## config.mk

```make
export PLATFORM = sky130hd
export DESIGN_NAME = sync_ram_bwe
export DESIGN_NICKNAME = d
export VERILOG_FILES = /design/src/rtl/ram_pkg.sv /design/src/rtl/ram_init_seq.sv /design/src/rtl/sync_ram_bwe.sv
export SDC_FILE = /design/constraint.sdc
export NUM_CORES = 1
export LEC_CHECK = 0
export ABC_AREA = 1
export BUFFER_PORTS_ARGS = -buffer_cell sky130_fd_sc_hd__buf_2
export CELL_PAD_IN_SITES_DETAIL_PLACEMENT = 1
export CELL_PAD_IN_SITES_GLOBAL_PLACEMENT = 1
export CORE_MARGIN = 5
export CORE_UTILIZATION = 40
export CTS_BUF_LIST = sky130_fd_sc_hd__clkbuf_4 sky130_fd_sc_hd__clkbuf_8
export CTS_CLUSTER_DIAMETER = 80
export CTS_CLUSTER_SIZE = 24
export DETAILED_ROUTE_END_ITERATION = 8
export PLACE_DENSITY = 0.68
export REMOVE_ABC_BUFFERS = 1
export SYNTH_ARGS = -nofsm -noshare
export SYNTH_HDL_FRONTEND = slang
export SYNTH_HIERARCHICAL = 1
export SYNTH_SLANG_ARGS = --single-unit
```

## constraint.sdc

```tcl
create_clock -name clk -period 9.37 [get_ports clk]
set_clock_uncertainty 0.1 [all_clocks]
set_input_delay 0.4685 -clock clk [delete_from_list [all_inputs] [get_ports clk]]
set_output_delay 0.4685 -clock clk [all_outputs]
set_load 0.005 [all_outputs]
```

## src/rtl/ram_pkg.sv

```systemverilog
// rtl/ram_pkg.sv - shared constants, init FSM states and lane helper for sync_ram_bwe
package ram_pkg;

    localparam int RDW_OLD = 0;
    localparam int RDW_NEW = 1;

    typedef enum logic {
        CLEAR,
        READY
    } init_state_t;

    function automatic int lane_count(input int data_width);
        return data_width / 8;
    endfunction

endpackage

```

## src/rtl/ram_init_seq.sv

```systemverilog
// rtl/ram_init_seq.sv - post-reset clear sequencer: walks every address once, then releases the port
module ram_init_seq
    import ram_pkg::*;
#(
    parameter int ADDR_WIDTH = 6
) (
    input  logic                  clk,
    input  logic                  rst,
    output logic                  init_busy,
    output logic                  clr_we,
    output logic [ADDR_WIDTH-1:0] clr_addr
);

    localparam logic [ADDR_WIDTH-1:0] LAST_ADDR = '1;

    init_state_t           state, state_nxt;
    logic [ADDR_WIDTH-1:0] ptr, ptr_nxt;

    always_ff @(posedge clk) begin
        if (rst) begin
            state <= CLEAR;
            ptr   <= '0;
        end else begin
            state <= state_nxt;
            ptr   <= ptr_nxt;
        end
    end

    always_comb begin
        state_nxt = state;
        ptr_nxt   = ptr;
        init_busy = 1'b0;
        clr_we    = 1'b0;
        case (state)
            CLEAR: begin
                init_busy = 1'b1;
                clr_we    = 1'b1;
                ptr_nxt   = ptr + ADDR_WIDTH'(1);
                if (ptr == LAST_ADDR) begin
                    state_nxt = READY;
                end
            end
            READY: begin
                state_nxt = READY;
            end
        endcase
    end

    assign clr_addr = ptr;

endmodule

```

## src/rtl/sync_ram_bwe.sv

```systemverilog
// rtl/sync_ram_bwe.sv - byte-enable simple-dual-port RAM; SYNC_RAM_OUT_REG_EN adds an output register stage
module sync_ram_bwe
    import ram_pkg::*;
#(
    parameter int                    DATA_WIDTH = 8,
    parameter int                    ADDR_WIDTH = 6,
    parameter int                    RDW_MODE   = RDW_OLD,
    parameter logic [DATA_WIDTH-1:0] INIT_VALUE = '0
) (
    input  logic                              clk,
    input  logic                              rst,
    input  logic                              we,
    input  logic [lane_count(DATA_WIDTH)-1:0] be,
    input  logic [ADDR_WIDTH-1:0]             write_addr,
    input  logic [DATA_WIDTH-1:0]             data,
    input  logic                              re,
    input  logic [ADDR_WIDTH-1:0]             read_addr,
    output logic [DATA_WIDTH-1:0]             q,
    output logic                              q_valid,
    output logic                              init_busy
);

    localparam int LANES = lane_count(DATA_WIDTH);
    localparam int DEPTH = 1 << ADDR_WIDTH;

    generate
        if ((DATA_WIDTH % 8) != 0 || DATA_WIDTH == 0) begin : g_bad_width
            $error("sync_ram_bwe: DATA_WIDTH must be a non-zero multiple of 8");
        end
    endgenerate

    logic                  clr_we;
    logic [ADDR_WIDTH-1:0] clr_addr;

    ram_init_seq #(
        .ADDR_WIDTH (ADDR_WIDTH)
    ) u_init_seq (
        .clk       (clk),
        .rst       (rst),
        .init_busy (init_busy),
        .clr_we    (clr_we),
        .clr_addr  (clr_addr)
    );

    logic [DATA_WIDTH-1:0] mem [DEPTH];

    // The clear sequencer owns the write port until it finishes.
    always_ff @(posedge clk) begin
        if (clr_we) begin
            mem[clr_addr] <= INIT_VALUE;
        end else if (we) begin
            for (int i = 0; i < LANES; i++) begin
                if (be[i]) begin
                    mem[write_addr][8*i +: 8] <= data[8*i +: 8];
                end
            end
        end
    end

    logic                  rd_ok;
    logic [DATA_WIDTH-1:0] rd_word;

    assign rd_ok = re && !init_busy;

    // Write-first bypass: merge enabled lanes of the incoming write into the read word.
    always_comb begin
        rd_word = mem[read_addr];
        if (RDW_MODE == RDW_NEW && we && !init_busy && write_addr == read_addr) begin
            for (int i = 0; i < LANES; i++) begin
                if (be[i]) begin
                    rd_word[8*i +: 8] = data[8*i +: 8];
                end
            end
        end
    end

    logic [DATA_WIDTH-1:0] q_arr;
    logic                  v_arr;

    always_ff @(posedge clk) begin
        if (rst) begin
            q_arr <= '0;
            v_arr <= 1'b0;
        end else begin
            v_arr <= rd_ok;
            if (rd_ok) begin
                q_arr <= rd_word;
            end
        end
    end

`ifdef SYNC_RAM_OUT_REG_EN
    logic [DATA_WIDTH-1:0] q_out;
    logic                  v_out;

    always_ff @(posedge clk) begin
        if (rst) begin
            q_out <= '0;
            v_out <= 1'b0;
        end else begin
            v_out <= v_arr;
            if (v_arr) begin
                q_out <= q_arr;
            end
        end
    end

    assign q       = q_out;
    assign q_valid = v_out;
`else
    assign q       = q_arr;
    assign q_valid = v_arr;
`endif

endmodule

```

# Yosys cells after proc, flatten, opt, wreduce, memory -nomap -nowiden

Memory sizes are Yosys's and may differ from the RTL's. A register that Yosys moved wholly into a read port is not among the register bits.
Index checks and enable logic that the tools add are counted.

Bits in registers: 8
RAM bits: 512
Bits of input ports: 25
Memories kept: 1
Memory bits (read-only): 0
Logic and storage cells: 19
Latch bits: 0
Output and inout port bits: 10

Add/sub/neg operators: 1
Divide/modulo/power cells: 0
Bitwise logic cells: 1
Shifts and indexed selects: 0
Equality and inequality tests: 1
Reductions and logical operators: 2
$lt $le $gt $ge: 0
Multiply operators: 0
Multiplexer cells: 10

Memories:

| memory | depth | bits a word | read ports | clocked after Yosys merged registers in | wr ports | line               | text |
|---|---|---|---|---|---|---|---|
| mem    | 64    | 8           | 1          | 1                                       | 1        | sync_ram_bwe.sv:45 | `logic [DATA_WIDTH-1:0] mem [DEPTH];` |

Operator list:

| operator                                    | number |
|---|---|
| 2-to-1 mux 8 bit                            | 1 |
| OR reduction 8 bit                          | 1 |
| 2-to-1 mux 1 bit                            | 7 |
| adder 6 x 1 -> 6 bit, second input constant | 1 |
| equality test 6 bit, second input constant  | 1 |
| 2-to-1 mux 6 bit                            | 1 |
| one-hot mux 1 bit (2 select lines)          | 1 |
| logical AND 1 bit                           | 1 |
| NOT 1 bit                                   | 1 |

# Logic depth before layout (Yosys ltp)

Gate-level depths: netlist of the first run.

Depth in word-level cells: 6
Gate-level depth with buffers: 14
Depth with buffers taken out: 11

# By module

Netlist of the first run, hierarchy kept.

Modules (own cells, without submodules):

| module       | cells an instance | area an instance (um^2) | times used | seq. area each (um^2) |
|---|---|---|---|---|
| sync_ram_bwe | 1849              | 21622.0                 | 1          | 15554.9 |
| ram_init_seq | 41                | 307.8                   | 1          | 140.1 |

# Worst setup path before layout of the first run

Ideal clock, no wire load.

Kind: reg2reg
From: register u_init_seq.state
To: memory mem[0][0], data pin
Stages on the path, launching flop included: 6
Data required time: 8.769 ns
Library setup time: 0.501 ns
Setup slack: 6.431 ns
Buffers on the path: 1
Data arrival time: 2.338 ns
Clock period less this slack: 2.939 ns
Cell sequence: dfxtp_1 > inv_2 > inv_2 > nand3_4 > buf_6 > nor2_1

Cells in the longest elaborated chain, start to end: 4

Ends and longest elaborated chain:

| what                                   | line               | text |
|---|---|---|
| start: declaration                     | ram_init_seq.sv:16 | `init_state_t state, state_nxt;` |
| start signal: assignment               | ram_init_seq.sv:24 | `state <= state_nxt;` |
| 2-to-1 mux 1 bit                       | sync_ram_bwe.sv:49 | `if (clr_we) begin` |
| 2-to-1 mux 1 bit (implied by the code) | sync_ram_bwe.sv:54 | `mem[write_addr][8*i +: 8] <= data[8*i +: 8];` |
| OR reduction 8 bit (no line)           | -                  |  |
| 2-to-1 mux 8 bit (no line)             | -                  |  |
| end: declaration                       | sync_ram_bwe.sv:45 |  |

No other way between the ends.

# Final worst setup path of the first run

From: register u_init_seq.state
To: memory mem[36][0] (enable)

Cells in the longest elaborated chain, start to end: 4
Elaborated cells on any way between the ends: 6
Those cells by class: 5 x mux; 1 x reduce/logical

Ends and longest elaborated chain:

| what                                                                  | line |
|---|---|
| 2-to-1 mux 1 bit                                                      | sync_ram_bwe.sv:49 |
| 2-to-1 mux 1 bit (implied by the code)                                | sync_ram_bwe.sv:54 |
| OR reduction 8 bit (no line)                                          | - |
| 2-to-1 mux 6 bit (no line) / 2-to-1 mux 1 bit (equally long branches) | - |

Several ways; a longest one is shown, not always the timed one.

==> metrics.cfg, run 1 <==
[floorplanning]
num_io_pins=35
die_h_um=244
start_util_pct=40.6
die_w_um=244
core-area_sq_um=54000
fp.dieArea_sq_um=59600
row_count=85

[synth]
synth_area_sq_um=21900
yosysWarnings=6
synthTopCellsByArea=edfxtp_1 (70%), nand3_1 (11%), nand2_1 (10%)
yosys.cell_types.count=29
synth-seq-area-share_pct=71.6
yosysTopAreaCell=edfxtp_1
synth_area_per_cell_sq_um=11.6
syn_inst=1890
synth-seq-cells=528
synth_top_area_share_pct=70.1

[sta]
fin_crit_ps=3900
setup_viol=0
tns_ps=0
finalCritPeriodShare_pct=41.7
slew_violations=0
worst_pin_slew_ps=1080
fmax_ghz=0.256
hold_violations=0
rsz0062_at_grt=false
slew_headroom_pct=27.8
timing.hold.ws_ps=118
timing.final.ws_setup_ps=5470

[clock_tree]
cts-hold-fix-buffers=0
postCtsSetupBuffers=0
root_buffer=clkbuf_8
cts_htree_levels=1
clock_latency_ps=670
cts.sinks=528
clk_pin_slew_ps=150
cts_max_path_buffers=3
cts_resized=0
numCtsBuffers=28
cts_tree=yes

[final_layout]
area_delta_synth_final_pct=5.48
final_common_cell=nand2_1
final_cell_mix=nand2_1 (602), edfxtp_1 (512), nand3_1 (478), nor2_1 (87), buf_2 (32)
layout-drive-gt1-share_pct=7.48
final_nets=1893

[critical_path]
cp_data_arrival_time_ps=4110
start_kind=register
worstPathRequired_ps=9570
end_kind=register
worstPathMaxFanout=19
critical_path_class=reg2reg

[global_route]
grt_first_pass_wirelength_um=90600
grt-ovfl-total=0
grt_pass1_vias=14500
track_usage_pct=19.7
grt_max_degree=112
antenna_found_initial=2

[place]
port_buffers=34
dp_hpwl_um=35600
place_ws_ps=5460
place_congestion=0.826

[routing]
routed_via_density=5.51
drt-total-wl_um=60000
drtIter0Drc=1178
wl_per_cell_um=23.2
vias=14200
ant_nets=0
drc_errors=0
dr.pass1.iters=6

[run]
drv_cap=0

[min_path]
hold_path.class=in2reg

[power_and_ir_drop]
leakage_nw=8.55
peakVddDrop_v=0.0000937
power.density_nw_per_um2=171

[outcome]
status=finished clean

-- sequential cells by signal (all words and copies together) (netlist names) --
name                 flops
mem                    512
u_init_seq/state         1
q                        8
q_valid                  1
u_init_seq/clr_addr      6
-- report_power, final --
part / total, W / internal [W] / switching (W)
logic: 0.000238 / 0.0000572 / 0.000181
registers: 0.00257 / 0.00256 / 0.00000463
clock network: 0.00115 / 0.000420 / 0.000728
-- cells in the mapped netlist (all sizes together) --
cell type and count:
clkbuf 13, nand4 6, nand2 602, edfxtp 512, a21oi 2, nor4 6, ha 1, and3 1
o21ai 7, nor2 98, inv 36, mux2i 1, nand3 483, buf 102, nor3 4, dfxtp 16
-- worst max-delay path, stage by stage (launching register included) --
cell and delay [ps]:
dfxtp_1 420, inv_2 120, inv_2 100, nand3_4 330
o21ai_1 980, nand4_2 660, nor2_1 810
-- worst paths after layout --
kind	from	to	slack, ps	depth (start not counted)
worst min register to register	u_init_seq/clr_addr[0]	u_init_seq/clr_addr[0]	430	1
worst min-delay path	read_addr[5]	q[6]	120	5
worst max-delay path	u_init_seq/state	mem[36][0]	5470	6
worst max register to register	u_init_seq/state	mem[36][0]	5470	6
-- layer usage --
layer / up-vias / GRT usage (%) / wire, um
met2: 377 / 31.6 / 27800
met4: 2 / 4.56 / 1300
met5: - / 0 / 13
met1: 7227 / 28.7 / 27400
li1: 6555 / - / -
met3: 70 / 2.89 / 3510
-- kinds of logic after synthesis --
logic type      synth area share, %
flops                          71.6
simple gates                   24.0
fa+ha+maj                    0.0570
buf+inv                        4.07
compound gates                0.291
mux                          0.0456
-- per-stage QoR --
step                      total power [W]  util (%)  cells  cell area (sq um)
after floorplan                   0.00274         -   1775              21200
after global placement            0.00285      41.6   2533              22500
after detailed placement          0.00286      41.6   2533              22500
after CTS                         0.00397      42.8   2580              23100
after global routing              0.00408      42.8   2581              23100
final                             0.00395      42.8   2582              23100
-- layout make-up --
type                       instances  area (sq um)
multi-input combinational       1211          5400
clock inverter                    11           161
antenna                            2          5.00
clock buffer                      36           464
inverter                          36           145
timing repair buffer              62           389
sequential                       528         15700
tap                              696           871
fill                            5771         30900
Note: power is estimated with default switching activity, not from simulation.
==> inputs of run 2 (changes only) <==
==> constraint.sdc (replaced) <==
create_clock -name clk -period 3.9 [get_ports clk]
set_clock_uncertainty 0.1 [all_clocks]
set_input_delay 0.195 -clock clk [delete_from_list [all_inputs] [get_ports clk]]
set_output_delay 0.195 -clock clk [all_outputs]
set_load 0.005 [all_outputs]
==> metrics.cfg, run 2 (synthesized netlist as in run 1, its figures left out) <==
[routing]
wl_met1_um=27200
dr.pass1.iters=5
wl_met3_um=3370
wl_per_cell_um=23.3
routed_via_density=5.43
vias=14200
drtIter0Drc=1212
wl_met2_um=29000
ant_nets=0
drc_errors=0
drt-total-wl_um=60900
highest-signal-layer=met4

[final_layout]
layout-drive-gt1-share_pct=8.37
area_delta_synth_final_pct=6.64
fillCellCount=5791
final_cell_mix=nand2_1 (602), edfxtp_1 (512), nand3_1 (478), nor2_1 (87), buf_4 (41)
final_nets=1920
multi_input_area_sq_um=5400
finish.utilization_pct=43.3
largest_reg_flops=512
top_register=mem
final_common_cell=nand2_1
seq_area_sq_um=15700

[floorplanning]
row_count=85
fp.dieArea_sq_um=59600
start_util_pct=40.6
num_io_pins=35
core-area_sq_um=54000
die_w_um=244
die_h_um=244

[sta]
timing.final.ws_setup_ps=566
slew_violations=0
finalCritPeriodShare_pct=85.5
fin_crit_ps=3330
worst_pin_slew_ps=1210
rsz0062_at_grt=false
fmax_ghz=0.300
setup_viol=0
hold_violations=0
tns_ps=0
slew_headroom_pct=19.1

[critical_path]
critical_path_class=reg2reg
cp_slowest_cell=nor2_1
worstPathMaxFanout=11
end_kind=register
critPathMaxStageDelay_ps=710
reg2regPathDepth=7
start_kind=register
cp_data_arrival_time_ps=3550
worstPathRequired_ps=4110
crit_top_cell=inv_2
worstPathCellList=inv_2, inv_2, nand3_4, buf_4, mux2i_1, nand3_1, nor2_1

[clock_tree]
cts_tree=yes
clk_pin_slew_ps=140
cts_htree_levels=1
numCtsBuffers=29
cts_max_path_buffers=3
cts_resized=0
cts-hold-fix-buffers=9
root_buffer=clkbuf_8
clock_latency_ps=680
postCtsSetupBuffers=0
cts.sinks=528

[outcome]
status=finished clean

[place]
place_congestion=0.831
port_buffers=34
place_ws_ps=641
dp_hpwl_um=38000

[power_and_ir_drop]
power.share.clock_pct=28.1
seqPwrFrac_pct=65.6
peakVddDrop_v=0.000235
p_int_w=0.00718
leakage_nw=8.68
netSwitchingFraction_pct=23.6
power.density_nw_per_um2=402
pwr-share-comb_pct=6.3
p_switching_w=0.00222

[global_route]
grt_pass1_vias=14600
grt-ovfl-total=0
antenna_found_initial=0
grt_first_pass_wirelength_um=91500
grt_max_degree=178
track_usage_pct=20.1

[min_path]
hold_path_depth=6
hold_path.class=in2reg

[run]
drv_cap=0

-- run 2: final timing paths --
path         slack [ps]                      to              startpoint
min reg2reg         430  u_init_seq/clr_addr[0]  u_init_seq/clr_addr[0]
max                 570              mem[24][6]        u_init_seq/state
max reg2reg         570              mem[24][6]        u_init_seq/state
min                  80                    q[0]            read_addr[4]
-- run 2: area by class of cell --
cell class	count	area share, %
sequential	528	67.1
multi-input combinational	1211	23.1
tap	696	3.72
timing repair buffer	88	2.86
clock buffer	35	1.90
clock inverter	14	0.663
inverter	36	0.621
antenna	2	0.0214
-- run 2: power by group through the flow --
stage / Combinational (W) / Sequential, W / Clock (W)
CTS: 0.000589 / 0.00616 / 0.00271
detailed placement: 0.000581 / 0.00629 / 0
global placement: 0.000568 / 0.00629 / 0
finish: 0.000590 / 0.00616 / 0.00264
global route: 0.000636 / 0.00617 / 0.00294
floorplan: 0.000289 / 0.00629 / 0
-- run 2: through the flow --
stage | instances | instance area (sq um) | hold WS [ps] | total power (W)
after detailed placement | 2550 | 22700 | 349 | 0.00687
final | 2610 | 23400 | 82.0 | 0.00939
after CTS | 2608 | 23400 | 20.2 | 0.00946
after global routing | 2608 | 23400 | 73.5 | 0.00974
after floorplan | 1775 | 21200 | 165 | 0.00658
after global placement | 2550 | 22700 | 341 | 0.00686
-- run 2: critical path: cells and delay by family (launching register included) --
kind | cells | cell delay [ps]
buffers and inverters | 3 | 420
multiplexers | 1 | 570
flip-flops | 1 | 430
AND/OR/NAND/NOR | 3 | 1430
-- run 2: per-layer routing --
layer	global-route usage [%]	up-vias
li1	-	6591
met1	28.5	7138
met2	33.3	370
met3	2.69	79
met4	4.50	0
met5	0	-
==> inputs of run 3 (changes only) <==
--- a/config.mk
+++ b/config.mk
@@ -5,17 +5,18 @@
 export SDC_FILE = /design/constraint.sdc
 export NUM_CORES = 1
 export LEC_CHECK = 0
-export ABC_AREA = 1
+export ABC_AREA = 0
 export BUFFER_PORTS_ARGS = -buffer_cell sky130_fd_sc_hd__buf_2
 export CELL_PAD_IN_SITES_DETAIL_PLACEMENT = 1
 export CELL_PAD_IN_SITES_GLOBAL_PLACEMENT = 1
+export CORE_ASPECT_RATIO = 1.1
 export CORE_MARGIN = 5
 export CORE_UTILIZATION = 40
 export CTS_BUF_LIST = sky130_fd_sc_hd__clkbuf_4 sky130_fd_sc_hd__clkbuf_8
 export CTS_CLUSTER_DIAMETER = 80
 export CTS_CLUSTER_SIZE = 24
 export DETAILED_ROUTE_END_ITERATION = 8
-export PLACE_DENSITY = 0.68
+export PLACE_DENSITY = 0.65
 export REMOVE_ABC_BUFFERS = 1
 export SYNTH_ARGS = -nofsm -noshare
 export SYNTH_HDL_FRONTEND = slang
==> metrics.cfg, run 3 <==
[floorplanning]
start_util_pct=40.5
fp.dieArea_sq_um=56700
die_w_um=228
num_io_pins=35
die_h_um=249
core-area_sq_um=51400
row_count=87

[min_path]
holdPathEnd=mem[0][5]
hold_path_depth=3
worstHoldStart=data[5]
hold_path.class=in2reg

[critical_path]
rr_startpoint=u_init_seq/state
cp_data_arrival_time_ps=3420
start_kind=register
reg2reg_slack_ps=670
path_buf_inv=1
worstPathMaxFanout=19
crit_top_cell=nand2_1
end_kind=register
critPathMaxStageDelay_ps=780
critical_path_depth=6
critPathTopFamily=simple AND/OR/NAND/NOR gates
worstPathRequired_ps=4090
r2r-end=mem[12][0]
reg2regPathDepth=6
critical_path_class=reg2reg
worstPathCellList=inv_1, and3b_1, nand2_1, nand2_1, nand2_1, nor2_1
cp_slowest_cell=nor2_1

[global_route]
antenna_found_initial=0
grt_max_degree=65
grt-ovfl-total=0
grt_pass1_vias=11200
grt_first_pass_wirelength_um=76800
track_usage_pct=18.2

[final_layout]
area_delta_synth_final_pct=8.25
layout-drive-gt1-share_pct=17.0
num_antenna_cells=0
top_register=mem
final_nets=1197
largest_reg_flops=512
finish.utilization_pct=43.9
final_cell_mix=edfxtp_1 (512), mux2i_1 (137), a22oi_1 (87), nor2_1 (75), mux4_2 (63)
final_common_cell=edfxtp_1

[power_and_ir_drop]
pwr-share-comb_pct=4.9
p_int_w=0.00736
leakage_nw=7.97
p_switching_w=0.00195
power.density_nw_per_um2=413
peakVddDrop_v=0.000288
power.share.clock_pct=28.8
p_total_w=0.00931
seqPwrFrac_pct=66.3
netSwitchingFraction_pct=20.9

[routing]
vias=10700
wl_per_cell_um=28.1
dr.pass1.iters=5
drt-total-wl_um=52300
ant_nets=0
drc_errors=0
drtIter0Drc=850
routed_via_density=5.74

[sta]
slew_headroom_pct=37.1
fmax_ghz=0.309
finalCritPeriodShare_pct=82.9
hold_violations=0
tns_ps=0
timing.final.ws_setup_ps=667
worst_pin_slew_ps=942
slew_violations=0
rsz0062_at_grt=false
fin_crit_ps=3230
setup_viol=0

[clock_tree]
clk_pin_slew_ps=150
cts_max_path_buffers=3
root_buffer=clkbuf_8
cts_tree=yes
cts.sinks=528
clock_latency_ps=640
postCtsSetupBuffers=0
cts_htree_levels=1
numCtsBuffers=26

[synth]
synthTopCellsByArea=edfxtp_1 (74%), mux4_2 (6.8%), mux2i_1 (6.6%)
yosysWarnings=6
async_flop_share_pct=0
yosys.cell_types.count=51
synth_area_sq_um=20800
synth_top_area_share_pct=73.8
yosysTopAreaCell=edfxtp_1
synth-seq-area-share_pct=75.4
synthFlopType=edfxtp_1
synth_common_cells=edfxtp_1 (512), mux2i_1 (137), a22oi_1 (87), nor2_1 (76), mux4_2 (63)
synth_area_per_cell_sq_um=18.5
syn_inst=1126
synth_edf_count=512
synth-seq-cells=528
synth.most_common_cell=edfxtp_1

[outcome]
status=finished clean

[place]
place_congestion=0.893
place_ws_ps=688
dp_hpwl_um=33700
port_buffers=34

[run]
drv_cap=0

==> run 3: cell count changes after synthesis, moves of 26 or more <==
cell	change
a22oi_1	+87
buf_2	-29
nand2_1	-563
nand3_1	-439
inv_1	-26
mux4_2	+63
mux2i_1	+136
==> run 3: power by group through the flow <==
stage          logic [W]  registers (W)  clock network (W)
2_1_floorplan   0.000220        0.00629                  0
3_3_place_gp    0.000443        0.00630                  0
3_5_place_dp    0.000451        0.00630                  0
4_1_cts         0.000455        0.00617            0.00276
5_1_grt         0.000480        0.00617            0.00297
6_report        0.000454        0.00617            0.00268
==> run 3: layer usage <==
layer	track usage (%)	wire length [um]
met1	26.5	23200
met3	1.87	2580
met5	0	0
met4	3.93	1090
met2	29.9	25400
==> run 3: repair_timing <==
item / 4_1_cts / 5_1_grt
endpoints found under the hold margin: 9 / 0
gates resized for setup: 0 / 0
hold buffers: 3 / 0
==> run 3: worst max path at each step <==
stage	startpoint	end	slack [ps]
5_1_grt	u_init_seq/state	mem[12][6]	490
3_3_place_gp	u_init_seq/state	mem[55][0]	810
3_5_place_dp	u_init_seq/state	mem[55][7]	690
6_report	u_init_seq/state	mem[12][0]	670
4_1_cts	u_init_seq/state	mem[55][3]	680
2_1_floorplan	u_init_seq/state	mem[33][0]	1390
==> run 3: cells by family after synthesis <==
family	count (synthesis)	share of synthesized area, %
buffers and inverters	65	1.70
multiplexers	202	13.5
XOR/XNOR	4	0.168
adder cells (fa/ha/maj)	1	0.0601
flip-flops	528	75.4
AND/OR/NAND/NOR	202	4.65
AO/OA/AOI/OAI	124	4.53
==> run 3: cell type report <==
cell class / instances / area (sq um)
Sequential cell: 528 / 15700
Clock buffer: 44 / 512
Timing Repair Buffer: 78 / 596
Inverter: 4 / 15.0
Multi-Input combinational cell: 533 / 4790
Tap cell: 667 / 835
Clock inverter: 4 / 98.8
Fill cell: 4881 / 28800
==> run 3: stage by stage <==
stage          hold slack, ps  std cells  cell area, sq um
3_3_place_gp              441       1807             21900
2_1_floorplan             164       1065             20500
5_1_grt                   120       1858             22500
4_1_cts                  98.6       1858             22500
3_5_place_dp              452       1807             21900
6_report                  131       1858             22500
==> run 3: worst register-to-register path: cells and delay by family (launching register included) <==
kind | cells | cell delay (ps)
DFF | 1 | 480
and+or+nand+nor | 5 | 2180
buffers and inverters | 1 | 120
